--- src/rtl/rv_core_pkg.sv ---
// Shared core definitions: architectural width, reset vector and the fetch queue entry type.
package rv_core_pkg;

  localparam int          XLEN             = 32;
  localparam logic [31:0] INSTR_NOP        = 32'h0000_0013;
  localparam logic [31:0] RESET_PC_DEFAULT = 32'h0000_0000;

  typedef struct packed {
    logic [XLEN-1:0] instr;
    logic [XLEN-1:0] pc;
  } fetch_entry_t;

endpackage

--- src/rtl/fetch_queue.sv ---
// In-order FIFO of fetched {instruction, pc} pairs with flush; the head output holds
// the last presented entry while the queue is empty so decode never sees X.
module fetch_queue
  import rv_core_pkg::*;
#(
  parameter int QDEPTH = 2,
  localparam int PW = (QDEPTH > 1) ? $clog2(QDEPTH) : 1,
  localparam int CW = $clog2(QDEPTH) + 1
) (
  input  logic          clk,
  input  logic          rst,
  input  logic          push,
  input  fetch_entry_t  push_entry,
  input  logic          pop,
  input  logic          flush,
  output fetch_entry_t  head,
  output logic [CW-1:0] count
);

  fetch_entry_t  mem [QDEPTH];
  fetch_entry_t  hold;
  logic [PW-1:0] rd_ptr;
  logic [PW-1:0] wr_ptr;
  logic          empty;
  logic          full;
  logic          pop_ok;
  logic          push_ok;

  assign empty   = (count == '0);
  assign full    = (count == CW'(QDEPTH));
  assign pop_ok  = pop & ~empty & ~flush;
  // A full queue still accepts a push when the head leaves in the same cycle.
  assign push_ok = push & ~flush & (~full | pop_ok);

  assign head = empty ? hold : mem[rd_ptr];

  always_ff @(posedge clk) begin
    if (push_ok) begin
      mem[wr_ptr] <= push_entry;
    end
  end

  always_ff @(posedge clk or posedge rst) begin
    if (rst) begin
      rd_ptr <= '0;
      wr_ptr <= '0;
      count  <= '0;
      hold   <= '0;
    end else begin
      if (!empty) begin
        hold <= mem[rd_ptr];
      end
      if (flush) begin
        rd_ptr <= '0;
        wr_ptr <= '0;
        count  <= '0;
      end else begin
        if (pop_ok) begin
          rd_ptr <= rd_ptr + PW'(1);
        end
        if (push_ok) begin
          wr_ptr <= wr_ptr + PW'(1);
        end
        case ({push_ok, pop_ok})
          2'b10:   count <= count + CW'(1);
          2'b01:   count <= count - CW'(1);
          default: count <= count;
        endcase
      end
    end
  end

endmodule

--- src/rtl/instruction_fetch_unit.sv ---
// Fetch front end: owns the PC, captures same-cycle memory read data into the fetch
// queue and hands instructions to decode; a redirect flushes the queue and reloads the PC.
module instruction_fetch_unit
  import rv_core_pkg::*;
#(
  parameter logic [31:0] RESET_PC = RESET_PC_DEFAULT,
  parameter int          QDEPTH   = 2,
  localparam int         CW       = $clog2(QDEPTH) + 1
) (
  input  logic          clk,
  input  logic          rst,
  input  logic          fetch_en,
  output logic [31:0]   imem_addr,
  output logic          imem_req,
  input  logic [31:0]   imem_rdata,
  input  logic          redirect_valid,
  input  logic [31:0]   redirect_pc,
  output logic          instr_valid,
  input  logic          instr_ready,
  output logic [31:0]   instr_data,
  output logic [31:0]   instr_pc,
  output logic [CW-1:0] q_count
);

  logic [31:0]  pc;
  logic         pop;
  fetch_entry_t push_entry;
  fetch_entry_t head;

  assign instr_valid = (q_count != '0);
  assign pop         = instr_valid & instr_ready;
  // Capture is suppressed while reset is held so no word is taken from a stale address.
  assign imem_req    = ~rst & fetch_en & ~redirect_valid &
                       ((q_count < CW'(QDEPTH)) | pop);

  assign imem_addr   = pc;
  assign push_entry  = '{instr: imem_rdata, pc: pc};
  assign instr_data  = head.instr;
  assign instr_pc    = head.pc;

  always_ff @(posedge clk or posedge rst) begin
    if (rst) begin
      pc <= RESET_PC;
    end else if (redirect_valid) begin
      pc <= {redirect_pc[31:2], 2'b00};
    end else if (imem_req) begin
      pc <= pc + 32'd4;
    end
  end

  fetch_queue #(
    .QDEPTH (QDEPTH)
  ) u_fetch_queue (
    .clk        (clk),
    .rst        (rst),
    .push       (imem_req),
    .push_entry (push_entry),
    .pop        (pop),
    .flush      (redirect_valid),
    .head       (head),
    .count      (q_count)
  );

endmodule
--- config.mk ---
export PLATFORM = sky130hd
export DESIGN_NAME = instruction_fetch_unit
export DESIGN_NICKNAME = d
export VERILOG_FILES = /design/src/rtl/rv_core_pkg.sv /design/src/rtl/fetch_queue.sv /design/src/rtl/instruction_fetch_unit.sv
export SDC_FILE = /design/constraint.sdc
export NUM_CORES = 1
export LEC_CHECK = 0
export BUFFER_PORTS_ARGS = -buffer_cell sky130_fd_sc_hd__buf_2
export CORE_MARGIN = 2
export CORE_UTILIZATION = 45
export DETAILED_ROUTE_END_ITERATION = 16
export PLACE_DENSITY = 0.72
export SKIP_LAST_GASP = 1
export SLEW_MARGIN = 5
export SYNTH_ARGS = -nofsm -noshare
export SYNTH_HDL_FRONTEND = slang
export SYNTH_SLANG_ARGS = --single-unit
--- constraint.sdc ---
create_clock -name clk -period 9 [get_ports clk]
set_clock_uncertainty 0.2 [all_clocks]
set_input_delay 0 -clock clk [delete_from_list [all_inputs] [get_ports clk]]
set_output_delay 0 -clock clk [all_outputs]
set_load 0.02 [all_outputs]
==> results of run 1 <==
[critical path, stage by stage (launching register included)]
cell,delay (ns)
dfrtp_1,0.46
nor2b_2,0.24
nor3_2,0.67
nand4_2,0.31
xnor2_1,0.24
o21ai_0,0.09
dlygate4sd3_1,0.58
[registers in the layout, summed over array words and instances, names as in the netlist]
| signal | cells |
|---|---|
| u_fetch_queue.rd_ptr | 1 |
| u_fetch_queue.count | 2 |
| u_fetch_queue.wr_ptr | 1 |
| u_fetch_queue.hold | 64 |
| imem_addr | 30 |
| u_fetch_queue.mem | 124 |
[repair_timing]
item | CTS | global route
hold endpoints to repair | 143 | 0
hold buffers | 109 | 0
setup buffers | 0 | 0
[worst paths after layout]
| check | endpoint | from |
|---|---|---|
| max | imem_addr[23] | u_fetch_queue.count[1] |
| max reg2reg | imem_addr[23] | u_fetch_queue.count[1] |
| min | u_fetch_queue.mem[0][55] | imem_rdata[23] |
| min reg2reg | u_fetch_queue.hold[39] | u_fetch_queue.hold[39] |
| max in group asynchronous | u_fetch_queue.rd_ptr | rst |
| min in group asynchronous | imem_addr[3] | rst |
[final cells by class]
type | instances | area (µm²) | share of cell area, %
clock buffer | 37 | 668 | 5.90
clock inverter | 4 | 26.3 | 0.232
inverter | 4 | 17.5 | 0.155
multi-input combinational | 358 | 2190 | 19.3
sequential | 222 | 6180 | 54.5
tap | 234 | 293 | 2.58
timing repair buffer | 279 | 1960 | 17.3
[metal layers]
metal	share of wire (%)	vias up	track usage, %
li1	-	2767	-
met1	43	2751	23.4
met2	50	167	32.3
met3	5.8	27	3.91
met4	1.6	0	5.11
met5	0	-	0
[through the flow]
stage / hold WS, ns / total power (µW)
finish: 0.0233 / 2500
global route: 0.00638 / 2620
CTS: 0.000151 / 2530
detailed placement: -0.0726 / 1610
global placement: -0.0756 / 1600
floorplan: -0.101 / 1460
[cells by family (layout without fill, tap and decap cells)]
kind of cell / Yosys count / in the layout / share of synthesized area [%]
multiplexers: 65 / 65 / 7.67
other: 1 / 2 / 0.0441
AND/OR/NAND/NOR: 165 / 165 / 9.17
buffers and inverters: 36 / 324 / 1.81
adder cells (fa/ha/maj): 1 / 1 / 0.147
AO/OA/AOI/OAI: 103 / 103 / 6.21
XOR/XNOR: 22 / 22 / 2.27
flip-flops: 222 / 222 / 72.7
[power by group]
group / leakage (µW) / switching, µW / internal [µW]
registers: 0.00233 / 51.7 / 1170
logic: 0.00189 / 256 / 149
clock network: 0.000336 / 362 / 507
[placed cells by master (no fill, tap or decap), drive strengths merged, types with 4 or more instances in the layout]
cell         netlist  final
and2               4      4
or3               10     10
nand4             13     13
clkbuf            23     37
a31oi             10     10
xnor2              6      6
nand2             95     95
o21ai             92     92
nand3             10     10
xor2              16     16
nor2              18     18
buf                9    170
dlygate4sd3        0    109
and3               6      6
mux2i             64     64
inv                4      5
edfxtp           124    124
dfrtp             98     98
==> results by group, run 1 <==
Outcome
  – Status: completed

Worst setup path
  – Reg-to-reg setup timing slack: 6.10 ns
  – Worst setup EP type: flop
  – Crit Path Category: flop to flop
  – Reg2Reg Depth: 6
  – Crit-path max FO: 11
  – Required @ worst endpoint: 9.19 ns
  – Startpoint Class: flop
  – CP arrival: 3.09 ns

Timing
  – Setup violations, final: 0
  – Minimum clock period: 2.90 ns
  – Final Max Slew Viols: 0
  – Fmax: 345 MHz
  – Worst rel slew slack: 40.1%
  – RSZ-0062 raised after global routing: no
  – Fin crit share: approximately a third
  – Setup TNS: 0 ns
  – Final WS setup: 6.10 ns
  – Final hold viol count: 0
  – Worst-Margin Slew: approximately 0.9 ns

Floorplan
  – Die Wd: 141 µm
  – Die height: 141 µm
  – Initial Util: 45.6%
  – Row cnt: 50
  – IO Pins: ~170
  – Core area: between 0.015 and 0.02 mm²
  – Die Area: between 0.015 and 0.02 mm²

Logic synthesis
  – Top-count cell post-synth: edfxtp_1
  – Cell taking the most area after synthesis: edfxtp_1
  – Async SR Flop Fraction: 44.1%
  – Post-synth EDFFs: 124
  – Synth Instances: a little over 600
  – Mapped Avg Cell Area: 13.8 µm²
  – Flops & latches, synth: 222
  – Sequential area share after synthesis: 72.7%
  – Top_reg_cell synth: edfxtp_1
  – Post-synth top cells: 124 x edfxtp_1, 98 x dfrtp_1, 95 x nand2_1
  – Cell Area, Synth: 0.00850 mm²
  – Synth cell types: 34
  – Ys Warns: 0
  – Synth top area share: 43.8%
  – Top post-synthesis cells by area: edfxtp_1 44%, dfrtp_1 29%, mux2i_1 7.5%

Drt
  – Wire per inst: 16.2 µm
  – Via count: 5,712
  – Routed Antenna Nets: 0
  – DRC: 0
  – Vias per std cell: 5.02
  – WL final: about 18,000 µm
  – Initial DRC Count: 248
  – Drt first pass iters: 4

Global routing
  – Total gr overflow: 0
  – Vias in the first global route: 5,675
  – Initial antenna violation count: 0
  – First-pass GRT wire length: 29,300 µm
  – Total track usage: 18.5%
  – Largest net degree at the start of global routing: 65

CTS
  – CTS buffer count: 23
  – Post_cts resized: 0
  – H-Tree Level Count: 1
  – Longest Clk Path Bufs: 3
  – Clock insertion delay at the later pin of the skew report: 0.50 ns
  – Sink Count: 222
  – Clock Tree Root: clkbuf_16
  – TritonCTS clock tree: done
  – CTS clock-pin slew for the worst setup and hold paths: 0.06 ns

Power
  – Worst-case vdd ir drop: 0.136 mV
  – Lkg Pwr: about 0.0046 µW
  – Power Dens Cells: 221 mW/mm²

Place
  – Pre-CTS setup slack: 6.49 ns
  – Placer Congestion: 0.802
  – # placed instances: 988
  – Placement Cell Area: between 0.009 and 0.01 mm²
  – Buffers on Ports: roughly 160
  – Hpwl dp: 10,800 µm

Finish
  – Share of post-route cells with drive strength above 1: a little under a quarter
  – # diodes: 0
  – Area Overhead vs Synth: 33.3%
  – Layout Utilization: 60.8%
  – Final instance area: 0.0113 mm²
  – # fillers: ~1,400
  – Fin nets: 958
  – Non-filler instance count after layout: 1,138

Min path
  – Hold Path Class: input port to flop
  – Hold depth: 2

Run
  – Max cap viols: 0
Power figures use the tool's default switching activity.
==> run 2: changes to the inputs <==
==> constraint.sdc (replaced) <==
create_clock -name clk -period 3.04 [get_ports clk]
set_clock_uncertainty 0.2 [all_clocks]
set_input_delay 0 -clock clk [delete_from_list [all_inputs] [get_ports clk]]
set_output_delay 0 -clock clk [all_outputs]
set_load 0.02 [all_outputs]
==> run 2 against run 1 <==
Fmax grew 6.6%. Count of clock-buffer cells in the layout shrank 6. First-iteration DRC count grew 4.4%. Final area grew 1.5%. Total power grew to 3.1 times the previous value. Sequential power grew to 2.9 times the previous value. Global-route usage shrank 0.25 points. Cell count is essentially flat. Combinational power grew to 3.0 times the previous value. Flip-flop and latch count is the same. Critical path depth is the same. Clock power grew to 3.4 times the previous value. Largest cell class unchanged. Largest power group unchanged.
==> results by group, run 2 (synthesis gave the netlist of run 1 again) <==
Power
  – Cell Int Power: 5730 µW
  – Share of power burned in combinational logic: 15.6%
  – Register share of total power: 46.7%
  – Clock share of power: 37.7%
  – Lkg Pwr: 0.00464 µW
  – Power Dens Cells: 674 mW/mm²
  – Net Switching: slightly above 2000 µW
  – Sw Share: 26.2%
  – Worst-case vdd ir drop: approximately 0.36 mV

Drt
  – Via count: around 5,700
  – Wire per inst: 16.1 µm
  – Routed Antenna Nets: 0
  – Vias per std cell: 4.99
  – DRC: 0
  – Drt first pass iters: 4
  – Initial DRC Count: 259
  – WL final: 18,300 µm

Outcome
  – Status: completed

Global routing
  – Total track usage: 18.2%
  – First-pass GRT wire length: roughly 29,000 µm
  – Initial antenna violation count: 0
  – Total gr overflow: 0
  – Vias in the first global route: 5,780
  – Largest net degree at the start of global routing: 128

Worst setup path
  – CP arrival: around 2.9 ns
  – Worst setup EP type: flop
  – Max stage delay on crit path: 0.58 ns
  – Required @ worst endpoint: 3.22 ns
  – Crit-path cells: and4_1, and3_1, nand4_2, xnor2_1, o21ai_0, dlygate4sd3_1
  – Crit-path max FO: 13
  – Crit Path Category: flop to flop
  – Reg2Reg Depth: 6
  – Startpoint Class: flop
  – Slowest stage cell, crit path: dlygate4sd3_1

Timing
  – Fmax: 368 MHz
  – Worst-Margin Slew: 0.738 ns
  – Minimum clock period: 2.72 ns
  – Final hold viol count: 0
  – Fin crit share: 89.4%
  – RSZ-0062 raised after global routing: no
  – Worst rel slew slack: 50.8%
  – Setup violations, final: 0
  – Final WS setup: 0.322 ns
  – Final Max Slew Viols: 0

CTS
  – TritonCTS clock tree: done
  – Clock Tree Root: clkbuf_16
  – Clock insertion delay at the later pin of the skew report: 0.50 ns
  – H-Tree Level Count: 1
  – Setup repair bufs after CTS: 0
  – Sink Count: 222
  – Longest Clk Path Bufs: 3
  – CTS clock-pin slew for the worst setup and hold paths: 0.06 ns
  – CTS buffer count: 24

Place
  – Hpwl dp: 10,500 µm
  – Placer Congestion: 0.788
  – Buffers on Ports: roughly 160
  – Pre-CTS setup slack: around 0.7 ns

Finish
  – Most frequent cells in the layout: 164 x buf_2, 124 x edfxtp_1, 106 x dlygate4sd3_1
  – Layout Utilization: 61.7%
  – # fillers: 1,442
  – Area Overhead vs Synth: 35.3%
  – Share of post-route cells with drive strength above 1: 24.9%
  – Max FFs per register: 124
  – Top reg by flops: u_fetch_queue.mem
  – # diodes: 0
  – Fin nets: about 960
  – Most common cell after layout, fill and taps aside: buf_2

Floorplan
  – Die Area: 0.0200 mm²
  – IO Pins: roughly 170
  – Die Wd: ~140 µm
  – Row cnt: 50
  – Die height: 141 µm
  – Core area: 0.0186 mm²
  – Initial Util: 45.6%

Run
  – Max cap viols: 0

Min path
  – Hold depth: 2
  – Hold Path Class: input port to flop
[run 2: area by class of cell]
type	instances	area [µm²]	share of cell area [%]
Tap cell	234	293	2.55
Clock inverter	13	143	1.24
Clock buffer	31	668	5.81
Inverter	4	17.5	0.152
Timing Repair Buffer	277	2000	17.4
Sequential cell	222	6180	53.7
Multi-Input combinational cell	358	2200	19.1
[run 2: per-stage QoR]
| stage | hold WS, ns | instance area, µm² | setup TNS [ns] | total power (µW) | instances |
|---|---|---|---|---|---|
| 2_1_floorplan | -0.101 | 8520 | -16.08 | 4330 | 616 |
| 3_3_place_gp | -0.0189 | 9630 | 0 | 4740 | 989 |
| 3_5_place_dp | -0.0125 | 9630 | 0 | 4770 | 989 |
| 4_1_cts | 0.000677 | 11500 | 0 | 7820 | 1139 |
| 5_1_grt | 0.00872 | 11500 | 0 | 8080 | 1139 |
| 6_report | 0.0282 | 11500 | 0 | 7760 | 1139 |
[run 2: critical path, delay by kind of cell (launching register included)]
kind	cells	cell delay, ns
DFF	1	0.47
AOI/OAI and AO/OA	1	0.08
buffers and inverters	1	0.58
and+or+nand+nor	3	1.05
xor gates and xnor gates	1	0.21
[run 2: path summary, 6_finish.rpt]
check	start	end	slack, ns
setup / recovery	imem_addr[4]	imem_addr[23]	0.32
hold / removal	imem_rdata[23]	u_fetch_queue.mem[1][55]	0.03
setup reg to reg	imem_addr[4]	imem_addr[23]	0.32
hold reg to reg	u_fetch_queue.hold[53]	u_fetch_queue.hold[53]	0.28
max in group asynchronous	rst	u_fetch_queue.hold[26]	1.38
min in group asynchronous	rst	u_fetch_queue.wr_ptr	0.55
[run 2: power by group through the flow]
stage | Combinational [µW] | Clock (µW) | Sequential [µW]
final | 1210 | 2920 | 3620
after global routing | 1320 | 3110 | 3660
after CTS | 1210 | 2980 | 3620
after detailed placement | 1090 | 0 | 3680
after global placement | 1070 | 0 | 3660
after floorplan | 647 | 0 | 3680
[run 2: timing repair]
item / 4_1_cts / 5_1_grt
resized for setup: 0 / 0
hold buffers: 106 / 0
endpoints found under the hold margin: 196 / 0
[run 2: layer usage]
metal / part of all wire [%] / GRT usage, %
met5: 0 / 0
met3: 5.8 / 3.27
met1: 42 / 23.1
met4: 2.3 / 5.68
met2: 50 / 31.9
==> run 3: changes to the inputs <==
--- a/config.mk
+++ b/config.mk
@@ -5,11 +5,11 @@
 export SDC_FILE = /design/constraint.sdc
 export NUM_CORES = 1
 export LEC_CHECK = 0
-export BUFFER_PORTS_ARGS = -buffer_cell sky130_fd_sc_hd__buf_2
 export CORE_MARGIN = 2
 export CORE_UTILIZATION = 45
 export DETAILED_ROUTE_END_ITERATION = 16
-export PLACE_DENSITY = 0.72
+export DONT_BUFFER_PORTS = 1
+export PLACE_DENSITY = 0.65
 export SKIP_LAST_GASP = 1
 export SLEW_MARGIN = 5
 export SYNTH_ARGS = -nofsm -noshare
==> run 3 against run 2 <==
Global-route usage grew 1.1 points. Sequential power is 2% higher. Final area fell by 2.9%. Register-to-register slack worse by 0.16 ns. Non-clock buffer count fell by 111. Wire length increased by 4.6%. Total power down 0.55%.
==> results by group, run 3 (synthesis gave the netlist of run 1 again) <==
Outcome
  – Status: completed

Worst setup path
  – Family with the most delay on the worst path: buffers and inverters
  – Crit-path cells: and4_1, and3_1, buf_4, nand3_1, xnor2_1, mux2_2, dlygate4sd3_1
  – CP arrival: 3.06 ns
  – Crit Path Category: flop to flop
  – Slowest stage cell, crit path: dfrtp_1
  – Required @ worst endpoint: 3.23 ns
  – Worst setup EP type: flop
  – Max stage delay on crit path: 0.59 ns
  – Startpoint Class: flop
  – CP Buf/Inv Count: 2
  – Crit-path max FO: 8

Finish
  – Top reg by flops: u_fetch_queue.mem
  – Fin nets: roughly 850
  – Area Overhead vs Synth: 31.3%
  – Share of post-route cells with drive strength above 1: 11.7%
  – # diodes: 0
  – Max FFs per register: about 120
  – Non-filler instance count after layout: 1,028
  – Most common cell after layout, fill and taps aside: edfxtp_1
  – Most frequent cells in the layout: 124 x edfxtp_1, 123 x dlygate4sd3_1, 96 x dfrtp_1

CTS
  – Clock insertion delay at the later pin of the skew report: ~0.50 ns
  – Setup repair bufs after CTS: 0
  – Longest Clk Path Bufs: 3
  – CTS buffer count: 24
  – Post_cts resized: 0
  – Sink Count: 222
  – CTS clock-pin slew for the worst setup and hold paths: 0.06 ns
  – CTS Hold Bufs: 125
  – TritonCTS clock tree: done
  – Clock Tree Root: clkbuf_16
  – H-Tree Level Count: 1

Drt
  – WL final: around 19,000 µm
  – Via count: 5,436
  – DRC: 0
  – Drt first pass iters: 5
  – Initial DRC Count: 261
  – Wire per inst: 18.6 µm
  – Routed Antenna Nets: 0
  – Vias per std cell: around 5.3

Power
  – Final Power: just under 8000 µW
  – Worst-case vdd ir drop: a little under 0.4 mV
  – Power Dens Cells: just under 700 mW/mm²
  – Lkg Pwr: roughly 0.0042 µW

Timing
  – Worst rel slew slack: about a third
  – Final WS setup: ~0.16 ns
  – Minimum clock period: 2.88 ns
  – Final hold viol count: 0
  – Setup violations, final: 0
  – Final Max Slew Viols: 0
  – Worst-Margin Slew: 0.987 ns
  – RSZ-0062 raised after global routing: no
  – Setup TNS: 0 ns
  – Fmax: about 350 MHz
  – Fin crit share: 94.6%

Floorplan
  – Die Wd: 141 µm
  – Die height: 141 µm
  – IO Pins: ~170
  – Row cnt: 50
  – Initial Util: between 40% and 50%
  – Core area: roughly 0.019 mm²
  – Die Area: roughly 0.02 mm²

Global routing
  – Vias in the first global route: 5,806
  – Total track usage: 19.3%
  – Total gr overflow: 0
  – Largest net degree at the start of global routing: 63
  – Initial antenna violation count: 0
  – First-pass GRT wire length: 30,500 µm

Place
  – Placer Congestion: between 0.8 and 0.9
  – Hpwl dp: 11,500 µm
  – # placed instances: 859
  – Pre-CTS setup slack: 0.685 ns
  – Buffers on Ports: 0

Min path
  – Hold Path Class: input port to flop

Run
  – Max cap viols: 0
-- run 3: cell types whose count changed in the layout (fill, tap and decap cells not counted), moves of 3 or more --
cell           before  now
buf_2             164    0
clkinv_1            0    3
buf_4               2   36
clkinv_2            9    3
dlygate4sd3_1     106  123
-- run 3: through the flow --
step                      util, %  area [µm²]  hold slack (ns)
after floorplan                 -        8520           -0.101
after global placement       48.6        9060           -0.135
after detailed placement     48.6        9060           -0.132
after CTS                    59.9       11200          0.00125
after global routing         59.9       11200           0.0137
final                        59.9       11200           0.0240
-- run 3: per-layer routing --
layer  share of wire, %  wire, µm  track usage [%]  vias up
met4                2.6       490             6.16        0
li1                   -         -                -     2549
met3                6.6      1260             4.42       41
met1                 39      7430             23.0     2666
met2                 52      9960             34.9      180
met5                  0         0                0        -
-- run 3: worst paths after layout --
check                                       start                endpoint  slack (ns)  depth (start not counted)
min reg2reg                u_fetch_queue.hold[47]  u_fetch_queue.hold[47]        0.31                          2
min in group asynchronous                     rst  u_fetch_queue.hold[35]        0.32                          3
max                                  imem_addr[5]           imem_addr[15]        0.16                          7
max reg2reg                          imem_addr[5]           imem_addr[15]        0.16                          7
max in group asynchronous                     rst  u_fetch_queue.hold[49]        1.74                          4
min                                   instr_ready  u_fetch_queue.count[1]        0.02                          4
-- run 3: worst min-delay path, cell delays in order --
cell	delay, ns
nand2_1	0.03
nand2_1	0.06
a21oi_1	0.06
dlygate4sd3_1	0.54
-- run 3: power breakdown --
group | internal, µW | switching (µW)
clock network | 1830 | 1130
logic | 375 | 690
registers | 3480 | 207
-- run 3: layout make-up --
type                            instances  area [µm²]
Fill cell                            1399        7480
Sequential cell                       222        6180
Multi-Input combinational cell        358        2200
Timing Repair Buffer                  166        1650
Clock buffer                           33         686
Tap cell                              234         293
Clock inverter                         11         134
Inverter                                4        17.5
